--- src/rtl/nanorv32_trace_pkg.sv ---
// Shared definitions for the nanorv32 retire-trace formatter.
//
// Contents:
//   - Line geometry: LINE_LEN and the character index of each field.
//   - ASCII constants SP, EQ, LF.
//   - trace_entry_t: one captured retire event {pc, rd, we, data}, 70 bits.
//   - fmt_state_e: formatter FSM states.
//   - hex_nibble_to_ascii(): 4-bit value to a lowercase hex digit.
//   - reg_name(): 4-character register name, left-justified and space-padded.
//     The first character sits in bits [31:24].

package nanorv32_trace_pkg;

    localparam int unsigned LINE_LEN = 23;

    // Character positions within a rendered line
    localparam logic [4:0] IDX_PC   = 5'd0;
    localparam logic [4:0] IDX_SEP  = 5'd8;
    localparam logic [4:0] IDX_NAME = 5'd9;
    localparam logic [4:0] IDX_EQ   = 5'd13;
    localparam logic [4:0] IDX_DATA = 5'd14;
    localparam logic [4:0] IDX_LF   = 5'd22;

    localparam logic [7:0] SP = 8'h20;
    localparam logic [7:0] EQ = 8'h3D;
    localparam logic [7:0] LF = 8'h0A;

    typedef struct packed {
        logic [31:0] pc;
        logic [4:0]  rd;
        logic        we;
        logic [31:0] data;
    } trace_entry_t;

    localparam int unsigned ENTRY_W = $bits(trace_entry_t);

    typedef enum logic [0:0] {
        StIdle = 1'b0,
        StEmit = 1'b1
    } fmt_state_e;

    function automatic logic [7:0] hex_nibble_to_ascii(input logic [3:0] nib);
        logic [7:0] ch;
        // 8'h57 + 10 == 'a'
        if (nib < 4'd10) ch = 8'h30 + {4'h0, nib};
        else             ch = 8'h57 + {4'h0, nib};
        return ch;
    endfunction

    function automatic logic [31:0] reg_name(input logic [4:0] idx, input logic abi);
        logic [31:0] name;
        logic [4:0]  tens;
        logic [4:0]  ones;
        tens = idx / 5'd10;
        ones = idx % 5'd10;
        name = {4{SP}};
        if (abi) begin
            unique case (idx)
                5'd0:  name = "zero";
                5'd1:  name = "ra  ";
                5'd2:  name = "sp  ";
                5'd3:  name = "gp  ";
                5'd4:  name = "tp  ";
                5'd5:  name = "t0  ";
                5'd6:  name = "t1  ";
                5'd7:  name = "t2  ";
                5'd8:  name = "s0  ";
                5'd9:  name = "s1  ";
                5'd10: name = "a0  ";
                5'd11: name = "a1  ";
                5'd12: name = "a2  ";
                5'd13: name = "a3  ";
                5'd14: name = "a4  ";
                5'd15: name = "a5  ";
                5'd16: name = "a6  ";
                5'd17: name = "a7  ";
                5'd18: name = "s2  ";
                5'd19: name = "s3  ";
                5'd20: name = "s4  ";
                5'd21: name = "s5  ";
                5'd22: name = "s6  ";
                5'd23: name = "s7  ";
                5'd24: name = "s8  ";
                5'd25: name = "s9  ";
                5'd26: name = "s10 ";
                5'd27: name = "s11 ";
                5'd28: name = "t3  ";
                5'd29: name = "t4  ";
                5'd30: name = "t5  ";
                5'd31: name = "t6  ";
            endcase
        end else if (idx < 5'd10) begin
            name = {8'h78, 8'h30 + {3'b000, ones}, SP, SP};
        end else begin
            name = {8'h78, 8'h30 + {3'b000, tens}, 8'h30 + {3'b000, ones}, SP};
        end
        return name;
    endfunction

endpackage

--- src/rtl/nanorv32_trace_fifo.sv ---
// Generic synchronous FIFO used to buffer retire events.
//
// Ports:
//   clk, rst_n   clock, asynchronous active-low reset
//   push_i       write wdata_i (ignored when full unless pop_i is also taken)
//   wdata_i      write data
//   pop_i        drop the head entry (ignored when empty)
//   rdata_o      head entry, valid while !empty_o
//   full_o       DEPTH entries stored
//   empty_o      no entries stored
//   level_o      number of stored entries
//
// DEPTH must be a power of two so the pointers wrap naturally.

module nanorv32_trace_fifo #(
    parameter int unsigned WIDTH = 70,
    parameter int unsigned DEPTH = 8
) (
    input  logic                     clk,
    input  logic                     rst_n,
    input  logic                     push_i,
    input  logic [WIDTH-1:0]         wdata_i,
    input  logic                     pop_i,
    output logic [WIDTH-1:0]         rdata_o,
    output logic                     full_o,
    output logic                     empty_o,
    output logic [$clog2(DEPTH):0]   level_o
);

    localparam int unsigned AW = $clog2(DEPTH);
    localparam int unsigned LW = AW + 1;

    logic [WIDTH-1:0] mem_q [DEPTH];
    logic [AW-1:0]    wr_ptr_q, wr_ptr_d;
    logic [AW-1:0]    rd_ptr_q, rd_ptr_d;
    logic [LW-1:0]    level_q, level_d;
    logic             push_en, pop_en;

    assign full_o  = (level_q == LW'(DEPTH));
    assign empty_o = (level_q == '0);
    assign level_o = level_q;
    assign rdata_o = mem_q[rd_ptr_q];

    assign pop_en  = pop_i && !empty_o;
    // A full FIFO still accepts a write when the head leaves in the same cycle
    assign push_en = push_i && (!full_o || pop_en);

    always_comb begin
        wr_ptr_d = wr_ptr_q;
        rd_ptr_d = rd_ptr_q;
        level_d  = level_q;
        if (push_en) wr_ptr_d = wr_ptr_q + AW'(1);
        if (pop_en)  rd_ptr_d = rd_ptr_q + AW'(1);
        unique case ({push_en, pop_en})
            2'b10:   level_d = level_q + LW'(1);
            2'b01:   level_d = level_q - LW'(1);
            default: level_d = level_q;
        endcase
    end

    always_ff @(posedge clk or negedge rst_n) begin
        if (!rst_n) begin
            wr_ptr_q <= '0;
            rd_ptr_q <= '0;
            level_q  <= '0;
        end else begin
            wr_ptr_q <= wr_ptr_d;
            rd_ptr_q <= rd_ptr_d;
            level_q  <= level_d;
        end
    end

    // Storage carries no reset; only the pointers define what is valid
    always_ff @(posedge clk) begin
        if (push_en) mem_q[wr_ptr_q] <= wdata_i;
    end

endmodule

--- src/rtl/nanorv32_trace_fmt.sv ---
// Retire-trace formatter for the nanorv32 core.
//
// Captures write-back events into a FIFO and streams each one as a fixed
// 23-character ASCII line "pppppppp nnnn=dddddddd\n" over valid/ready.
// When the instruction does not write rd, the name/value part is blank.
//
// Ports:
//   clk, rst_n       clock, asynchronous active-low reset
//   retire_valid     one retire event this cycle
//   retire_pc        PC of the retired instruction
//   retire_rd        destination register index
//   retire_rd_we     instruction writes rd
//   retire_rd_data   value written to rd
//   char_valid       char_data holds a byte of the current line
//   char_data        ASCII byte
//   char_ready       sink accepts the byte
//   fifo_level       events waiting in the FIFO (excludes the line being sent)
//   drop_cnt         events lost to a full FIFO, saturating

module nanorv32_trace_fmt
    import nanorv32_trace_pkg::*;
#(
    parameter int unsigned DEPTH     = 8,
    parameter int unsigned ABI_NAMES = 1,
    parameter int unsigned CNT_W     = 16
) (
    input  logic                   clk,
    input  logic                   rst_n,
    input  logic                   retire_valid,
    input  logic [31:0]            retire_pc,
    input  logic [4:0]             retire_rd,
    input  logic                   retire_rd_we,
    input  logic [31:0]            retire_rd_data,
    output logic                   char_valid,
    output logic [7:0]             char_data,
    input  logic                   char_ready,
    output logic [$clog2(DEPTH):0] fifo_level,
    output logic [CNT_W-1:0]       drop_cnt
);

    fmt_state_e   state_q, state_d;
    trace_entry_t line_q, line_d;
    trace_entry_t push_entry, head_entry;
    logic [4:0]   idx_q, idx_d;
    logic [CNT_W-1:0] drop_q, drop_d;

    logic        fifo_full, fifo_empty;
    logic        push, pop;
    logic [7:0]  cur_byte;
    logic [31:0] name;
    logic [2:0]  data_sel;
    logic [1:0]  name_sel;

    assign push_entry = '{pc: retire_pc, rd: retire_rd, we: retire_rd_we, data: retire_rd_data};
    assign push       = retire_valid && (!fifo_full || pop);

    nanorv32_trace_fifo #(
        .WIDTH (ENTRY_W),
        .DEPTH (DEPTH)
    ) u_fifo (
        .clk     (clk),
        .rst_n   (rst_n),
        .push_i  (push),
        .wdata_i (push_entry),
        .pop_i   (pop),
        .rdata_o (head_entry),
        .full_o  (fifo_full),
        .empty_o (fifo_empty),
        .level_o (fifo_level)
    );

    // Drop counter: counts only events that could not be stored
    always_comb begin
        drop_d = drop_q;
        if (retire_valid && fifo_full && !pop && (drop_q != '1)) begin
            drop_d = drop_q + CNT_W'(1);
        end
    end

    assign drop_cnt = drop_q;

    // State, line register and character index
    always_ff @(posedge clk or negedge rst_n) begin
        if (!rst_n) begin
            state_q <= StIdle;
            line_q  <= '0;
            idx_q   <= '0;
            drop_q  <= '0;
        end else begin
            state_q <= state_d;
            line_q  <= line_d;
            idx_q   <= idx_d;
            drop_q  <= drop_d;
        end
    end

    // Next state; the last byte's acceptance reloads straight from the FIFO
    // so consecutive lines stream without a bubble.
    always_comb begin
        state_d = state_q;
        line_d  = line_q;
        idx_d   = idx_q;
        pop     = 1'b0;
        unique case (state_q)
            StIdle: begin
                if (!fifo_empty) begin
                    pop     = 1'b1;
                    line_d  = head_entry;
                    idx_d   = IDX_PC;
                    state_d = StEmit;
                end
            end
            StEmit: begin
                if (char_ready) begin
                    if (idx_q != IDX_LF) begin
                        idx_d = idx_q + 5'd1;
                    end else if (!fifo_empty) begin
                        pop    = 1'b1;
                        line_d = head_entry;
                        idx_d  = IDX_PC;
                    end else begin
                        state_d = StIdle;
                    end
                end
            end
            default: state_d = StIdle;
        endcase
    end

    // Byte selection from the registered line. Nibble k counted from the MSB
    // lives at bit 4*(7-k), and 7-k is ~k in three bits.
    always_comb begin
        name     = reg_name(line_q.rd, ABI_NAMES != 0);
        data_sel = 3'(idx_q - IDX_DATA);
        name_sel = 2'(idx_q - IDX_NAME);
        if (idx_q < IDX_SEP) begin
            cur_byte = hex_nibble_to_ascii(line_q.pc[{~idx_q[2:0], 2'b00} +: 4]);
        end else if (idx_q == IDX_LF) begin
            cur_byte = LF;
        end else if (!line_q.we || (idx_q == IDX_SEP)) begin
            cur_byte = SP;
        end else if (idx_q < IDX_EQ) begin
            cur_byte = name[{~name_sel, 3'b000} +: 8];
        end else if (idx_q == IDX_EQ) begin
            cur_byte = EQ;
        end else begin
            cur_byte = hex_nibble_to_ascii(line_q.data[{~data_sel, 2'b00} +: 4]);
        end
    end

    // Outputs depend only on registered state, so char_data is stable under
    // backpressure.
    always_comb begin
        char_valid = 1'b0;
        char_data  = 8'h00;
        if (state_q == StEmit) begin
            char_valid = 1'b1;
            char_data  = cur_byte;
        end
    end

endmodule

--- config.mk ---
export PLATFORM = sky130hd
export DESIGN_NAME = nanorv32_trace_fmt
export DESIGN_NICKNAME = d
export VERILOG_FILES = /design/src/rtl/nanorv32_trace_pkg.sv /design/src/rtl/nanorv32_trace_fifo.sv /design/src/rtl/nanorv32_trace_fmt.sv
export SDC_FILE = /design/constraint.sdc
export NUM_CORES = 1
export LEC_CHECK = 0
export BUFFER_PORTS_ARGS = -buffer_cell sky130_fd_sc_hd__buf_2
export CAP_MARGIN = 0
export CORE_MARGIN = 2
export CORE_UTILIZATION = 45
export DETAILED_ROUTE_END_ITERATION = 16
export HOLD_SLACK_MARGIN = 0.06
export PLACE_DENSITY_LB_ADDON = 0.25
export SLEW_MARGIN = 20
export SYNTH_ARGS = -nofsm -noshare
export SYNTH_HDL_FRONTEND = slang
export SYNTH_SLANG_ARGS = --single-unit
--- constraint.sdc ---
create_clock -name clk -period 12.83 [get_ports clk]
set_input_delay 0 -clock clk [delete_from_list [all_inputs] [get_ports clk]]
set_output_delay 0 -clock clk [all_outputs]
set_load 0.005 [all_outputs]
==> impl.org, run 1 <==
** Status
- The run finished with clean final reports.

** Layout
- The top cell types in the final layout, fill and taps aside, are edfxtp_1, mux4_2, buf_2, dfrtp_1, a21oi_1.
- The filler cells instantiated in the layout total 4538.
- Cells with a size suffix above 1 make up 24.6% of the layout.
- Leaving out fill and tap cells, the most frequent cell in the layout is edfxtp_1.
- Relative to the synthesized area, the layout overhead comes to 16.7%.
- Final std cells w/o fill :: 2381
- In the final design database the tool counted 1651 nets.

** Synth
- Synth cell types :: 72
- Post-Synthesis Net Count :: 1456
- Number of synthesized register bits :: 662
- Ranked by total cell area, the synthesized netlist is headed by edfxtp_1, mux4_2, dfrtp_1.
- For this run, asynchronously set or reset flops after synthesis account for 15.4%.
- Post-synthesis instance area :: 26400 µm²
- The biggest area contributor in the post-synthesis netlist is edfxtp_1.
- Yosys warning count :: 0
- Area share of the largest cell type after synthesis :: 63.7%
- Dividing the synthesized area by the synthesized cell count gives 19.3 µm².
- Sequential elements use 73.4% of the synthesized area.
- In the synthesized netlist the dominant register cell turns out to be edfxtp_1.
- Post-synth EDFFs :: 560
- Number of cells produced by synthesis :: 1364

** Timing
- Post-route minimum period :: 4.29 ns
- Worst Tran Pin Value :: 1.08 ns
- Setup violations remaining at the end of the flow were counted as 0.
- Highest clock frequency the design can meet :: 233 MHz
- Setup repair after global routing left no endpoint under its margin.
- In the final timing run, aggregate negative setup slack is 0 ns.
- The hold violation count in the final report is 0.
- In this run the tightest slew margin relative to its limit is 28.0%.
- The worst path uses 33.4% of the clock period.
- Clock skew on the completed layout was measured at 0.0347 ns.
- The number of slew-limit violations in the final report is 0.

** Clock network
- PostCTS Resize Cnt :: 0
- Buffers inserted during clock tree synthesis total 69.
- The clock net in this run drives a total of 662 sinks.
- Postcts setup bufs :: 0
- In this run the deepest clock path goes through 3 buffers.
- CTS built an H-tree with a depth of 3.
- The cell sitting at the root of the clock tree is a clkbuf_16.
- The number of hold buffers added after CTS was 75.
- At the later pin of the worst-skew pair, clock insertion delay measures 0.60 ns.
- CTS tree :: done
- Clock-pin slew reported for the worst setup and hold paths after clock tree synthesis :: 0.06 ns

** Job
- Max-cap check violation count :: 0

** Hold path
- Along the worst hold path, the cell count comes to 2.
- Min-Delay Startpoint :: retire_rd_data[22]
- Worst min-delay path endpoint :: u_fifo.mem_q[2][22]
- HP Class :: in2reg

** Worst setup path
- Critical register-to-register path endpoint :: u_fifo.mem_q[5][18]
- The number of cells on the worst reg-to-reg path is 7.
- Setup slack on the worst flop-to-flop path :: 8.75 ns
- Traced cell by cell, the critical path runs through clkinv_1, ha_1, mux4_1, mux2i_2, ha_1, o21ai_0, or3b_2, a31o_2, buf_2.
- Cell with the most instances on the worst path :: ha_1
- Req. time, crit path :: 12.83 ns
- Startpoint type of the worst setup path :: flop
- Reg2Reg Launch Point :: idx_q[1]
- Largest incremental delay on the critical path :: 0.78 ns
- STA classifies the critical path endpoint as an output pin.
- Data arrives at the worst endpoint at 4.29 ns.
- In this run the worst path has a maximum fanout of 15.
- Critical path class :: reg2out
- The slowest stage of the critical path belongs to the cell dfrtp_1.

** Power and ir drop
- Total power :: 6.45 mW
- Peak ir drop on the vdd network :: 0.105 mV
- Power density cells :: 209 nW/µm²
- For this design the static power due to leakage is 10.2 nW.

** Detailed routing
- In the final routed layout, each cell accounts on average for 22.8 µm.
- Number of violations reported at the end of detailed-routing iteration 0 :: 953
- For this block, wires on met1 add up to 24000 µm.
- For this run, design rule violations remaining after detail routing come to 0.
- Wires add up to 54300 µm.
- Wire length on met3 :: 2310 µm
- Avg Vias per Cell :: 5.54
- Across all layers, the routed design uses 13200 vias.
- Met2 wire length :: 27100 µm
- In this run the remaining antenna-violating nets after routing total 0.
- Highest metal layer used by the detailed router :: met5
- Initial DRT Pass Iterations :: 5

** Die
- Floorplan die area :: 60600 µm²
- The initial utilization of the core area, before any placement, comes to 45.7%.
- Measured along the x axis, the die boundary spans 246 µm.
- The die is 246 µm tall.
- I/O pin count :: 103
- In this run the core area contains 88 standard-cell rows.
- Floorplan core area :: 57800 µm²

** Global route
- Summed over all layers, the global routing overflow is 0.
- Entering global routing, the biggest net connects 98 pins.
- Global-route wire length before repair :: 82900 µm
- Antenna violations before repair :: 3
- Via count of the first global-routing pass :: 13700
- Tot GR Track Use :: 18.3%

** Placement
- In this run, placement finished with an instance count of 2178.
- Detail Placement HPWL :: 30400 µm
- During placement, the flow inserted port buffers numbering 101.
- At the end of routability-driven placement, the weighted congestion stood at 0.853.
-- synthesized netlist by cell type (14+ instances only) --
cell / number
a21oi_1: 89
buf_2: 16
clkbuf_1: 44
dfrtp_1: 102
edfxtp_1: 560
ha_1: 18
mux2i_1: 78
mux4_2: 146
nand2_1: 24
nand3_1: 15
nor2_1: 89
nor3_1: 14
xor2_1: 18
-- through the flow --
stage          hold slack (ns)  worst slack, ns  area [µm²]  utilization [%]
3_3_place_gp            0.0553             8.76       27800             48.0
4_1_cts                  0.173             8.48       30800             53.2
3_5_place_dp            0.0574             8.70       27800             48.0
2_1_floorplan           -0.296             3.76       26400                -
6_report                 0.207             8.54       30800             53.3
5_1_grt                  0.213             8.27       30800             53.3
-- cell type report --
cell class / instances / area [µm²] / area share, %
repair buffers: 200 / 1460 / 4.74
well taps: 765 / 957 / 3.11
flip-flops and latches: 662 / 19400 / 62.9
diodes: 3 / 7.51 / 0.0244
inverters: 13 / 48.8 / 0.158
multi-input cells: 613 / 6710 / 21.8
clock inverters: 37 / 333 / 1.08
clock buffers: 88 / 1890 / 6.15
-- power breakdown --
part	switching, mW	internal, mW
clock	0.799	1.15
sequential	0.222	2.71
combinational	0.837	0.728
-- worst max-delay path, delay by kind of cell (launching register included) --
family | cells | cell delay [ns]
AO/OA/AOI/OAI | 2 | 0.39
adder cells (fa/ha/maj) | 2 | 0.91
buffers and inverters | 2 | 0.63
flip-flops | 1 | 0.78
multiplexers | 2 | 0.48
AND/OR/NAND/NOR | 1 | 0.48
-- sequential cells by signal, summed over array words and instances, names as in the netlist --
| register | count |
|---|---|
| drop_cnt | 16 |
| idx_q | 5 |
| line_q | 70 |
| state_q | 1 |
| u_fifo.level_o | 4 |
| u_fifo.mem_q | 560 |
| u_fifo.rd_ptr_q | 3 |
| u_fifo.wr_ptr_q | 3 |
-- logic make-up after synthesis --
group                    share of synthesized area, %
AND/OR/NAND/NOR                                  3.30
buffers and inverters                            1.45
other                                          0.0142
XOR/XNOR                                        0.863
adder cells (fa/ha/maj)                         0.891
flip-flops                                       73.4
AO/OA/AOI/OAI                                    3.15
multiplexers                                     16.9
-- worst max path at each step --
stage | startpoint | end | slack [ns] | cells after the start
2_1_floorplan | idx_q[0] | u_fifo.mem_q[0][0] | 3.76 | 10
3_3_place_gp | idx_q[1] | u_fifo.mem_q[5][7] | 8.76 | 7
3_5_place_dp | idx_q[1] | u_fifo.mem_q[5][4] | 8.70 | 7
4_1_cts | idx_q[1] | char_data[1] | 8.48 | 9
5_1_grt | idx_q[1] | char_data[1] | 8.27 | 9
6_report | idx_q[1] | char_data[4] | 8.54 | 9
-- per-layer routing --
metal / vias to the layer above / track usage, %
li1: 5916 / -
met1: 6945 / 25.1
met2: 261 / 30.4
met3: 69 / 3.16
met4: 2 / 5.17
met5: - / 0
No activity file was read; power rests on OpenSTA's default activity.
==> run 2: changes to the inputs <==
--- a/config.mk
+++ b/config.mk
@@ -5,6 +5,7 @@
 export SDC_FILE = /design/constraint.sdc
 export NUM_CORES = 1
 export LEC_CHECK = 0
+export ABC_AREA = 1
 export BUFFER_PORTS_ARGS = -buffer_cell sky130_fd_sc_hd__buf_2
 export CAP_MARGIN = 0
 export CORE_MARGIN = 2
==> constraint.sdc (replaced) <==
create_clock -name clk -period 3.5 [get_ports clk]
set_input_delay 0 -clock clk [delete_from_list [all_inputs] [get_ports clk]]
set_output_delay 0 -clock clk [all_outputs]
set_load 0.005 [all_outputs]
==> impl.org, run 2 <==
** Detailed routing
- Wire per inst :: 20.3 µm
- Using the TritonRoute via totals, the vias-per-cell ratio works out to 5.40.
- Across all layers, the routed design uses 17000 vias.
- Initial DRT Pass Iterations :: 5
- The first routing iteration left 1270 violations.
- Overall routed net length :: 63800 µm
- Remaining number of nets flagged by the antenna check after routing :: 0
- Remaining routing DRC violations :: 0

** Worst setup path
- Biggest fanout along the worst timing path :: 13
- Traced cell by cell, the critical path runs through inv_2, ha_1, inv_1, nand3_1, o21ai_1, ha_1, inv_1, nor2_1, nor2_1, nand3_1, nand3_1, a21oi_1, buf_2.
- By instance count, the cell type seen most on the critical path is nand3_1.
- At the worst endpoint, the required time is 3.50 ns.
- For the worst setup path, the data arrival time is 3.19 ns.
- The worst setup path is launched from a flop.
- Length in cells of the worst reg-to-reg path :: 10
- Depth of the critical timing path with buffers and inverters included :: 13
- Crit end category :: output pin
- In this design, the largest share of critical-path delay is due to buffers and inverters.
- Critical path class :: reg2out
- Largest incremental delay on the critical path :: 0.40 ns
- Reg2Reg Launch Point :: idx_q[0]
- For this design, the slowest cell found on the critical path is dfrtp_1.
- Crit path buffers/inverters :: 4
- Critical register-to-register path endpoint :: u_fifo.mem_q[6][57]
- Setup slack on the worst flop-to-flop path :: 0.80 ns

** Synth
- Yosys printed 0 warnings.
- Sequential share of the synthesized area :: 70.2%
- Counting distinct cell types in the post-synthesis netlist gives 43.
- Cell with the most instances after synthesis :: edfxtp_1
- In this run, synthesis produced a sequential element count of 662.
- In this run the biggest area consumer among cell types represents 61.0% of the synthesized area.
- Largest cells by area after synthesis :: edfxtp_1, dfrtp_1, mux2i_1
- Top post-synthesis cells by count :: edfxtp_1, o21ai_0, inv_1, nand2_1, a21oi_1
- Each instance of the synthesized netlist takes up on average 12.9 µm².
- Cell type with the largest total area after synthesis :: edfxtp_1
- Post-synth EDFFs :: 560
- Number of cells produced by synthesis :: 2144
- Among all flip-flop cells after synthesis, the most frequent one is edfxtp_1.
- Post-synthesis instance area :: 27600 µm²
- Counting flops with an async set or reset pin after synthesis yields a share of 15.4%.
- Post-Synthesis Net Count :: 2236

** Power and ir drop
- Peak ir drop on the vdd network :: 0.490 mV
- Combinational group share of total power :: 31.5%
- Clk network pwr share :: 27.9%
- Net switching fraction of the power :: 34.5%
- The analysis attributes to cell leakage a power of 12.1 nW.
- The internal power of the cells totals 17.2 mW.
- Summed over all nets, the switching power comes to 9.05 mW.
- In this run the power density over the cells is 818 nW/µm².
- Share of power burned in registers :: 40.7%

** Clock network
- Clock network latency to the later pin of the worst-skew pair :: 0.60 ns
- The tree is rooted in a clkbuf_16.
- The clock tree synthesis step divided the H-tree into 3 levels.
- The tree built by TritonCTS fans out to 662 sinks.
- Clock-pin slew reported for the worst setup and hold paths after clock tree synthesis :: 0.06 ns
- Number of buffers added by the clock tree synthesis step :: 70
- After clock tree synthesis, the flow added hold-fix buffers numbering 73.
- CTS tree :: done
- The number of gates resized after CTS was 0.
- Number of buffers on the longest clock path :: 3
- Buffers added to address setup during post-CTS repair amount to 0.

** Timing
- Final count of pins violating max slew :: 0
- Hold Vio Cnt, Final :: 0
- Post-route minimum period :: 3.19 ns
- Share of the clock period used by the worst path :: 91.0%
- Number of failing setup endpoints in the final timing report :: 0
- For this run, the top clock speed supported by timing is 314 MHz.
- Worst Tran Pin Value :: 0.955 ns
- For the final routed database, the setup TNS stands at 0 ns.
- RSZ-0062 raised after global routing :: false
- Clock skew on the completed layout was measured at 0.0193 ns.
- Max-slew headroom at the worst pin :: 36.4%

** Global route
- Entering global routing, the biggest net connects 95 pins.
- Overflow left after global routing :: 0
- The initial antenna violation count is 0.
- Tot GR Track Use :: 20.1%
- Global-route wire length before repair :: 97200 µm
- The number of global-route vias before repair came to 16600.

** Layout
- In the layout the commonest cells are edfxtp_1, o21ai_0, inv_1, nand2_1, a21oi_1.
- Share of post-route cells with drive strength above 1 :: 12.1%
- Area Overhead vs Synth :: 16.2%
- Final core utilization :: 53.0%
- The final layout contains 2402 nets.
- More flip-flops sit in one register than any other, and that register is u_fifo.mem_q.
- The library cell used most frequently in the layout, excluding fill and tap cells, is edfxtp_1.
- Fill cells in the final layout number 4997.
- Total inserted antenna cells :: 0
- Max FFs per register :: 560

** Die
- The floorplan step defined a core boundary enclosing 60500 µm².
- 103 I/O pins were placed.
- The floorplan step defined a die boundary enclosing 63300 µm².
- The floorplan has 90 rows.
- Die Y :: 252 µm
- The floorplan step set the die width to 252 µm.
- The initial utilization of the core area, before any placement, comes to 45.6%.

** Job
- Across the run, the number of max-cap violations was 0.

** Status
- The run finished with clean final reports.

** Placement
- Routability cong. :: 0.879
- After legalization and detailed placement, the total HPWL measured 36600 µm.
- Count of input and output buffers :: 101

** Hold path
- In this run the worst hold path is classified as in2async.
## run 2: worst max-delay path by stage
stage              from                   to  slack [ns]
5_1_grt        idx_q[1]         char_data[4]        0.02
3_5_place_dp   idx_q[0]  u_fifo.mem_q[0][26]        0.81
2_1_floorplan  idx_q[0]   u_fifo.mem_q[0][0]       -0.50
6_report       idx_q[1]         char_data[4]        0.31
4_1_cts        idx_q[1]         char_data[4]        0.29
3_3_place_gp   idx_q[0]  u_fifo.mem_q[0][26]        0.85
## run 2: cells by family after synthesis
kind of cell,synth area share [%]
buffers and inverters,5.31
adders and majority gates,0.817
other,0.0136
and+or+nand+nor,6.15
DFF,70.2
muxes,5.33
xor gates and xnor gates,0.699
AOI/OAI and AO/OA,11.5
## run 2: stage by stage
| step | total power [mW] | setup slack, ns | instances | cell area, µm² | hold WS (ns) |
|---|---|---|---|---|---|
| 2_1_floorplan | 16.3 | -0.500 | 2144 | 27600 | -0.296 |
| 3_3_place_gp | 18.9 | 0.850 | 2947 | 29000 | 0.176 |
| 3_5_place_dp | 19.0 | 0.809 | 2947 | 29000 | 0.184 |
| 4_1_cts | 26.4 | 0.291 | 3149 | 32100 | 0.0908 |
| 5_1_grt | 27.8 | 0.0213 | 3149 | 32100 | 0.145 |
| 6_report | 26.2 | 0.314 | 3149 | 32100 | 0.0769 |
## run 2: cell type report
| cell class | instances | area [µm²] | share of cell area [%] |
|---|---|---|---|
| sequential | 662 | 19400 | 60.4 |
| clock buffer | 105 | 2020 | 6.30 |
| inverter | 223 | 842 | 2.63 |
| clock inverter | 24 | 269 | 0.839 |
| multi-input combinational | 1136 | 6810 | 21.2 |
| timing repair buffer | 217 | 1760 | 5.50 |
| tap | 782 | 978 | 3.05 |
## run 2: power by group through the flow
stage	Clock [mW]	Sequential, mW	Combinational, mW
floorplan	0	10.6	5.79
finish	7.31	10.7	8.26
CTS	7.44	10.7	8.32
global route	7.76	10.8	9.21
global placement	0	10.8	8.10
detailed placement	0	10.8	8.21
## run 2: metal layers
metal | vias to the layer above | part of all wire, % | wire (µm) | track usage [%]
li1 | 8105 | - | - | -
met1 | 8423 | 45 | 28900 | 27.9
met2 | 390 | 48 | 30400 | 32.8
met3 | 77 | 5.0 | 3160 | 3.28
met4 | 0 | 2.1 | 1340 | 6.07
met5 | - | 0 | 0 | 0
## run 2: worst register-to-register path, cell delays in order (launching register included)
cell,delay (ns)
dfrtp_2,0.40
inv_2,0.06
ha_1,0.16
nand4_2,0.16
nand2_2,0.14
nand3_4,0.13
nand4_2,0.13
nand2_2,0.10
or2_1,0.37
nor2_4,0.15
buf_4,0.49
